## src/rtl/scanner_pkg.sv

```systemverilog
// Shared definitions for the scanner controller and its buffer-occupancy counter:
// state codes, default occupancy levels and the counter command encoding.
package scanner_pkg;

  localparam int CNT_W_DEF     = 8;
  localparam int HALF_LVL_DEF  = 50;
  localparam int READY_LVL_DEF = 80;
  localparam int PEER_LVL_DEF  = 90;
  localparam int FULL_LVL_DEF  = 100;

  // Codes are visible on the debug/LED port, so they are fixed explicitly.
  typedef enum logic [2:0] {
    S_LOW_POWER = 3'd0,
    S_IDLE      = 3'd1,
    S_SCANNING  = 3'd2,
    S_WAIT_XFER = 3'd3,
    S_TRANSFER  = 3'd4,
    S_FLUSH     = 3'd5
  } state_e;

  typedef enum logic [1:0] {
    CMD_HOLD = 2'b00,
    CMD_DEC  = 2'b01,
    CMD_INC  = 2'b10,
    CMD_DUMP = 2'b11
  } cmd_e;

  // The counter samples one command per slow tick, so each state owns exactly one command.
  function automatic cmd_e state_cmd(input state_e s);
    case (s)
      S_SCANNING: return CMD_INC;
      S_TRANSFER: return CMD_DEC;
      S_FLUSH:    return CMD_DUMP;
      default:    return CMD_HOLD;
    endcase
  endfunction

endpackage

```

## src/rtl/scanner_ctrl_level_oneshot.sv

```systemverilog
// Threshold one-shot: one registered pulse the first time count reaches LEVEL while
// enabled, then silent until clr re-arms it.
module level_oneshot #(
  parameter int CNT_W = 8,
  parameter int LEVEL = 50
) (
  input  logic             clk,
  input  logic             rst,
  input  logic             en,
  input  logic             clr,
  input  logic [CNT_W-1:0] count,
  output logic             pulse
);

  localparam logic [CNT_W-1:0] LEVEL_C = CNT_W'(LEVEL);

  logic fired_q;
  logic hit;

  assign hit = en && !fired_q && (count >= LEVEL_C);

  // NOTE: flops are written with <= so every register samples pre-edge values,
  // independent of the order the blocks are evaluated in.
  always_ff @(posedge clk or negedge rst) begin
    if (!rst) begin
      fired_q <= 1'b0;
      pulse   <= 1'b0;
    end else begin
      pulse <= hit;
      if (clr)      fired_q <= 1'b0;
      else if (hit) fired_q <= 1'b1;
    end
  end

endmodule

```

## src/rtl/scanner_ctrl.sv

```systemverilog
// Per-scanner control FSM: commands the buffer-occupancy counter and turns its
// data_count into peer (wake/go) and host (ready/done) handshakes.
module scanner_ctrl
  import scanner_pkg::*;
#(
  parameter int CNT_W     = CNT_W_DEF,
  parameter int HALF_LVL  = HALF_LVL_DEF,
  parameter int READY_LVL = READY_LVL_DEF,
  parameter int PEER_LVL  = PEER_LVL_DEF,
  parameter int FULL_LVL  = FULL_LVL_DEF
) (
  input  logic             clk,
  input  logic             rst,
  input  logic             power_on,
  input  logic             start_req,
  input  logic             xfer_grant,
  input  logic             flush_req,
  input  logic [CNT_W-1:0] data_count,
  output logic             scanning,
  output logic             transfer,
  output logic             flush,
  output logic             low_power,
  output logic             wake_peer,
  output logic             peer_go,
  output logic             ready_xfer,
  output logic             done,
  output logic [2:0]       state
);

  localparam logic [CNT_W-1:0] READY_C = CNT_W'(READY_LVL);
  localparam logic [CNT_W-1:0] FULL_C  = CNT_W'(FULL_LVL);

  state_e state_q, state_d;
  cmd_e   cmd_d;
  logic   clr_flags;
  logic   done_d;
  logic   in_scan;
  logic   is_full, is_empty, is_ready;

  assign is_full  = data_count >= FULL_C;   // anything past saturation counts as full
  assign is_empty = data_count == '0;
  assign is_ready = data_count >= READY_C;
  assign in_scan  = state_q == S_SCANNING;

  // Priority flush_req > xfer_grant > start_req falls out of the if/else order.
  // NOTE: every output of this block gets a default before the case, so no path
  // leaves a signal unassigned and no latch is inferred.
  always_comb begin
    state_d   = state_q;
    clr_flags = 1'b0;
    done_d    = 1'b0;
    case (state_q)
      S_LOW_POWER: begin
        if (power_on) state_d = S_IDLE;
      end
      S_IDLE: begin
        if (flush_req) state_d = S_FLUSH;
        else if (start_req) begin
          state_d   = S_SCANNING;
          clr_flags = 1'b1;
        end
      end
      S_SCANNING: begin
        if (flush_req)                     state_d = S_FLUSH;
        else if (xfer_grant && ready_xfer) state_d = S_TRANSFER;
        else if (is_full)                  state_d = S_WAIT_XFER;
      end
      S_WAIT_XFER: begin
        if (flush_req)       state_d = S_FLUSH;
        else if (xfer_grant) state_d = S_TRANSFER;
      end
      S_TRANSFER: begin
        if (flush_req) state_d = S_FLUSH;
        else if (is_empty) begin
          state_d = S_LOW_POWER;
          done_d  = 1'b1;
        end
      end
      S_FLUSH: begin
        if (is_empty) begin
          state_d = S_IDLE;
          done_d  = 1'b1;
        end
      end
      default: state_d = S_LOW_POWER;
    endcase
  end

  assign cmd_d = state_cmd(state_d);

  // Outputs are decoded from the next state so they line up with the state register.
  always_ff @(posedge clk or negedge rst) begin
    if (!rst) begin
      state_q    <= S_LOW_POWER;
      scanning   <= 1'b0;
      transfer   <= 1'b0;
      flush      <= 1'b0;
      low_power  <= 1'b1;
      ready_xfer <= 1'b0;
      done       <= 1'b0;
    end else begin
      state_q    <= state_d;
      scanning   <= cmd_d == CMD_INC;
      transfer   <= cmd_d == CMD_DEC;
      flush      <= cmd_d == CMD_DUMP;
      low_power  <= state_d == S_LOW_POWER;
      ready_xfer <= is_ready && (state_d == S_SCANNING || state_d == S_WAIT_XFER);
      done       <= done_d;
    end
  end

  assign state = state_q;

  level_oneshot #(
    .CNT_W (CNT_W),
    .LEVEL (HALF_LVL)
  ) u_wake (
    .clk   (clk),
    .rst   (rst),
    .en    (in_scan),
    .clr   (clr_flags),
    .count (data_count),
    .pulse (wake_peer)
  );

  level_oneshot #(
    .CNT_W (CNT_W),
    .LEVEL (PEER_LVL)
  ) u_go (
    .clk   (clk),
    .rst   (rst),
    .en    (in_scan),
    .clr   (clr_flags),
    .count (data_count),
    .pulse (peer_go)
  );

endmodule
```

## config.mk

```make
export PLATFORM = sky130hd
export DESIGN_NAME = scanner_ctrl
export DESIGN_NICKNAME = d
export VERILOG_FILES = /design/src/rtl/scanner_pkg.sv /design/src/rtl/scanner_ctrl_level_oneshot.sv /design/src/rtl/scanner_ctrl.sv
export SDC_FILE = /design/constraint.sdc
export NUM_CORES = 1
export LEC_CHECK = 0
export ABC_AREA = 1
export CORE_MARGIN = 4
export CORE_UTILIZATION = 30
export CTS_CLUSTER_SIZE = 30
export DETAILED_ROUTE_END_ITERATION = 6
export PLACE_DENSITY = 0.52
export SYNTH_ARGS = -nofsm -noshare
export SYNTH_HDL_FRONTEND = slang
export SYNTH_SLANG_ARGS = --single-unit
```

## constraint.sdc

```tcl
create_clock -name clk -period 1.3 [get_ports clk]
set_input_delay 0.26 -clock clk [delete_from_list [all_inputs] [get_ports clk]]
set_output_delay 0.26 -clock clk [all_outputs]
set_load 0.05 [all_outputs]
```

==> results of run 1 <==
## cells by family after synthesis
kind of cell / Yosys count
buf+inv: 23
flops: 13
simple gates: 73
compound gates: 12
## placed cells by master, fill, tap and decap left out, types with 2 or more instances in the layout
cell type         n
nor2_2           11
nand2_1          18
o21ai_0           3
nand3_2           6
nor2_1           14
inv_1            15
dlymetal6s2s_1    3
a21oi_2           2
dfrtp_1           9
nand2_2           9
nor2_4            4
clkdlybuf4s50_1  10
buf_6             4
buf_12           11
nand3_1           8
clkbuf_4          3
dfrtp_2           3
a21oi_1           3
buf_4            14
inv_2             4
nand4_1           2
## worst max-delay path by stage
stage	to	slack (ns)
finish	state[0]	0.003
global route	low_power	-0.09
CTS	transfer	-0.0005
detailed placement	low_power	-0.30
global placement	ready_xfer	-0.29
floorplan	flush	0.0007
## per-layer routing
layer | GRT usage (%) | vias up | routed length (um) | part of all wire, %
met3 | 3.56 | 0 | 100 | 4.5
met1 | 15.5 | 416 | 873 | 39
met4 | 3.64 | 0 | 0 | 0
met2 | 23.3 | 19 | 1270 | 57
li1 | - | 466 | - | -
met5 | 0 | - | 0 | 0
## sequential cells by signal, summed over array words and instances (netlist names)
| register | cells |
|---|---|
| transfer | 1 |
| done | 1 |
| u_go.pulse | 1 |
| state | 3 |
| scanning | 1 |
| flush | 1 |
| u_wake.fired_q | 1 |
| low_power | 1 |
| ready_xfer | 1 |
| u_wake.pulse | 1 |
| u_go.fired_q | 1 |
## per-stage QoR
| step | instance area, sq um | worst slack [ns] | hold slack [ns] |
|---|---|---|---|
| 6_report | 1480 | 0.00278 | 0.237 |
| 3_5_place_dp | 1330 | -0.305 | 0.426 |
| 2_1_floorplan | 870 | 0.000711 | -0.0356 |
| 4_1_cts | 1370 | -0.000497 | 0.236 |
| 3_3_place_gp | 1330 | -0.286 | 0.416 |
| 5_1_grt | 1480 | -0.0940 | 0.234 |
## cell type report
type / count / area (sq um)
fillers: 267 / 1250
repair buffers: 42 / 508
multi-input cells: 85 / 494
flip-flops and latches: 13 / 330
inverters: 21 / 86.3
well taps: 31 / 38.8
clock buffers: 4 / 26.3
## critical path, delay by kind of cell (launching register included)
kind | cells | cell delay, ns
buffers and inverters | 2 | 0.30
flip-flops | 1 | 0.47
## repair_timing
action,4_1_cts,5_1_grt
setup buffers,2,4
gates resized for setup,3,27
setup endpoints to repair,2,10
hold endpoints to repair,0,0
pin swaps,0,14
## cells in the mapped netlist, types with 2 or more instances
| cell | instances |
|---|---|
| nand3_2 | 3 |
| nor2_4 | 2 |
| nand3_1 | 11 |
| nand2_1 | 23 |
| nand2_2 | 4 |
| o21ai_0 | 3 |
| nor2_1 | 22 |
| inv_2 | 4 |
| buf_6 | 2 |
| inv_1 | 16 |
| a21oi_1 | 5 |
| nor2_2 | 5 |
| nand4_1 | 2 |
| dfrtp_1 | 12 |
## power by group through the flow
stage	combinational, mW	clock (mW)	sequential [mW]
finish	1.89	0.233	0.701
global route	2.03	0.270	0.718
CTS	1.69	0.246	0.694
detailed placement	1.62	0	0.729
global placement	1.61	0	0.725
floorplan	0.779	0	0.915
==> results.md, run 1 <==
- Synth top area share: 35.0%
- Mapped Nets: 135
- Area contributors post-synth: dfrtp_1 35%, nand2_1 10%, nor2_1 9.6%, inv_1 7.0%, nand3_1 6.4%
- Sink Count: 13
- Fmax: 771 MHz
- Final Non-Filler Cells: 196
- Compound-Gate Fraction of Synth Area: 8.61%
- First-pass GRT wire length: 3620 um
- Largest net degree at the start of global routing: 8
- Synth Cell Area: 857 sq um
- Ant. Diodes: 0
- Skew-Pair Late Insertion Delay: 0.27 ns
- Sequential Power Share: 24.8%
- P_int: 1.54 mW
- Wire per inst: 11.5 um
- Area grow syn2layout: 73.1%
- Clock power share: 8.2%
- Final core utilization: 54.3%
- Synth async-reset ratio: 100%
- Root buf cell: clkbuf_4
- Drt first pass iters: 4
- Power per cell area: 1900 mW/mm^2
- CP Launch Type: flop
- Combinational fraction of design power: 66.9%
- Top cell type by total area after synthesis: dfrtp_1
- Min-Delay Path Class: primary input to async pin
- Post-route ant nets: 0
- Reg2reg start: state[0]
- Mapped Cells: 121
- GR Overflow Total: 0
- Xor/xnor share of the synthesized area: 0%
- Initial antenna violation count: 0
- IO Count: 25
- CTS Buf Count: 3
- CP endpoint kind: primary output
- Crit path from: state[0]
- Switching part of the total: 45.6%
- Worst slew pin tran: 0.290 ns
- Switching pwr: 1.29 mW
- Relative slew slack: 80.6%
- Leak: 0.765 nW
- Yosys warns: 0
- Distinct cells, synth: 21
- DP HPWL: 1790 um
- CTS Buffer Depth: 2
- CP Cell Sequence: buf_4 > buf_12
- Largest family of logic cells by synthesized area: simple AND/OR/NAND/NOR gates
- Routability Congestion: 0.770
- Die area: 0.00378 sq mm
- Minimum clock period: 1.30 ns
- Skew final: 0.00126 ns
- Post-detailed-route DRC marker count: 0
- Chip Width: 61.5 um
- Simple-Gate Fraction of Synth Area: 40.9%
- Final Max Slew Viols: 0
- Worst EP required: 1.04 ns
- Via density: 4.60
- Final Hold Fails: 0
- Worst path arrival time: 1.04 ns
- # port buffers: 24
- EDFF count, synth: 0
- Core Box Area: 0.00273 sq mm
- H-tree depth: 1
- TNS Setup: 0 ns
- CP Class: flop to primary output
- Total GRT Usage: 13.1%
- Status: finished clean
- Hold_buf cts: 0
- Maxcap violations: 0
- Number of synthesized register bits: 13
- Layout cell share with drive strength beyond 1: 46.1%
- Most used DFF post-synth: dfrtp_1
- Reg2reg setup slack: 0.03 ns
- Placed cells: 186
- CP max stage cell: dfrtp_2
- Final Setup Violations: 0
- Avg Cell Area, Syn: 7.08 sq um
- Slowest stage delay, CP: 0.47 ns
- RSZ-0062 raised after global routing: yes
- R2R depth: 8
- CTS tree: done
- Via Count: 901
- Mux contribution to synthesized area: 0%
- Vias in the first global route: 828
- Sequential fraction of the synthesis area: 38.1%
- # nets final: 180
- Row Count: 19
- Pwr Total: 2.83 mW
- Die H: 61.5 um
- Worst-path maximum fanout: 6
- Worst-path clk slew: 0.07 ns
- Drt initial violations: 8
- Initial core utilization: 31.4%
- Worst VDD drop: 1.59 mV
- Post-Route WL: 2250 um
- Final period util: 99.8%
- Post-Synth Adder-Cell Area: 0%
- Reg2reg end: low_power
Note: power is estimated with default switching activity, not from simulation.
==> run 2, diff against run 1 <==
- MAX_ROUTING_LAYER: not set -> met4
==> results.md, run 2 (synthesized netlist as in run 1, its figures left out) <==
- Initial core utilization: 31.4%
- Pwr Total: 2.82 mW
- Vias in the first global route: 836
- Routability Congestion: 0.780
- Final period util: 100%
- Worst VDD drop: 1.57 mV
- # nets final: 180
- Minimum clock period: 1.30 ns
- First-pass GRT wire length: 3590 um
- Hold WS: 0.235 ns
- Die area: 0.00378 sq mm
- Fmax: 769 MHz
- Maxcap violations: 0
- Row Count: 19
- DP HPWL: 1790 um
- Leak: 0.765 nW
- Total GRT Usage: 13.3%
- Post-Route WL: 2250 um
- FILL cells: 265
- Root buf cell: clkbuf_4
- Min-Delay Path Class: primary input to async pin
- R2R depth: 8
- Chip Width: 61.5 um
- RSZ-0062 raised after global routing: yes
- CP endpoint kind: primary output
- Power per cell area: 1900 mW/mm^2
- Via Count: 902
- Hold_buf cts: 0
- Die H: 61.5 um
- Most frequent cells in the layout: 18 x nand2_1, 15 x inv_1, 14 x nor2_1, 14 x buf_4
- Most common cell after layout, fill and taps aside: nand2_1
- Skew-Pair Late Insertion Delay: 0.27 ns
- CTS Buffer Depth: 2
- Ant. Diodes: 0
- Final Hold Fails: 0
- Largest net degree at the start of global routing: 8
- Worst slew pin tran: 0.290 ns
- Wire per inst: 11.5 um
- Skew final: 0.00146 ns
- Status: complete, but fails checks
- Worst-path maximum fanout: 6
- Worst-path clk slew: 0.07 ns
- CTS Buf Count: 3
- Initial antenna violation count: 0
- Via density: 4.60
- CP Launch Type: flop
- Relative slew slack: 80.6%
- Reg2reg setup slack: 0.03 ns
- Post-detailed-route DRC marker count: 0
- CP Class: flop to primary output
- Sink Count: 13
- IO Count: 25
- Area occupied by multi-input gates: 494 sq um
- Worst path arrival time: 1.04 ns
- Number of flip-flops in the largest register: 3
- Setup WS post-layout: -0.000207 ns
- TNS Setup: -0.000207 ns
- H-tree depth: 1
- Core Box Area: 0.00273 sq mm
- Reg2reg end: low_power
- Area grow syn2layout: 73.1%
- GR Overflow Total: 0
- Final Max Slew Viols: 0
- Layout cell share with drive strength beyond 1: 46.1%
- Drt initial violations: 10
- Reg2reg start: state[0]
- # port buffers: 24
- Placed cells: 186
- CTS tree: done
- Worst EP required: 1.04 ns
- Final Non-Filler Cells: 196
- Sequential Area: 330 sq um
- Drt first pass iters: 4
- Pre-CTS WS: -0.305 ns
- Failing checks: negative setup slack
- Post-route ant nets: 0
- Final Setup Violations: 1
## run 2: cell counts in the layout (fill, tap and decap cells not counted)
Identical to the previous run, type by type.
## run 2: area by class of cell
type / count / area share (%)
multi-input cells: 85 / 33.3
flip-flops and latches: 13 / 22.3
clock buffers: 4 / 1.77
well taps: 31 / 2.61
repair buffers: 42 / 34.2
inverters: 21 / 5.82
## run 2: per-stage QoR
| step | util, % | area, sq um |
|---|---|---|
| after global routing | 54.3 | 1480 |
| final | 54.3 | 1480 |
| after global placement | 48.5 | 1330 |
| after CTS | 50.1 | 1370 |
| after detailed placement | 48.5 | 1330 |
| after floorplan | - | 870 |
## run 2: worst max-delay path by stage
stage | start | to
after floorplan | state[2] | flush
after global placement | flush_req | ready_xfer
after detailed placement | data_count[6] | low_power
after CTS | state[0] | transfer
after global routing | state[0] | low_power
final | state[0] | state[0]
## run 2: layer usage
layer	wire (um)	track usage (%)
met1	870	15.6
met5	0	-
met4	8	3.64
met2	1270	23.3
met3	100	2.52
## run 2: worst max-delay path, cell delays in order (launching register included)
cell     delay (ns)
dfrtp_2        0.47
buf_4          0.16
buf_12         0.14
## run 2: timing repair
action                                  4_1_cts  5_1_grt
resized for setup                             3       27
setup buffers                                 2        4
endpoints found under the setup margin        2       10
pin swaps                                     0       13
## run 2: report_power, final
group          internal (mW)  switching [mW]  total [mW]  leakage (nW)
logic                  0.872            1.01        1.89         0.584
clock network          0.119           0.116       0.234        0.0150
registers              0.542           0.160       0.702         0.166
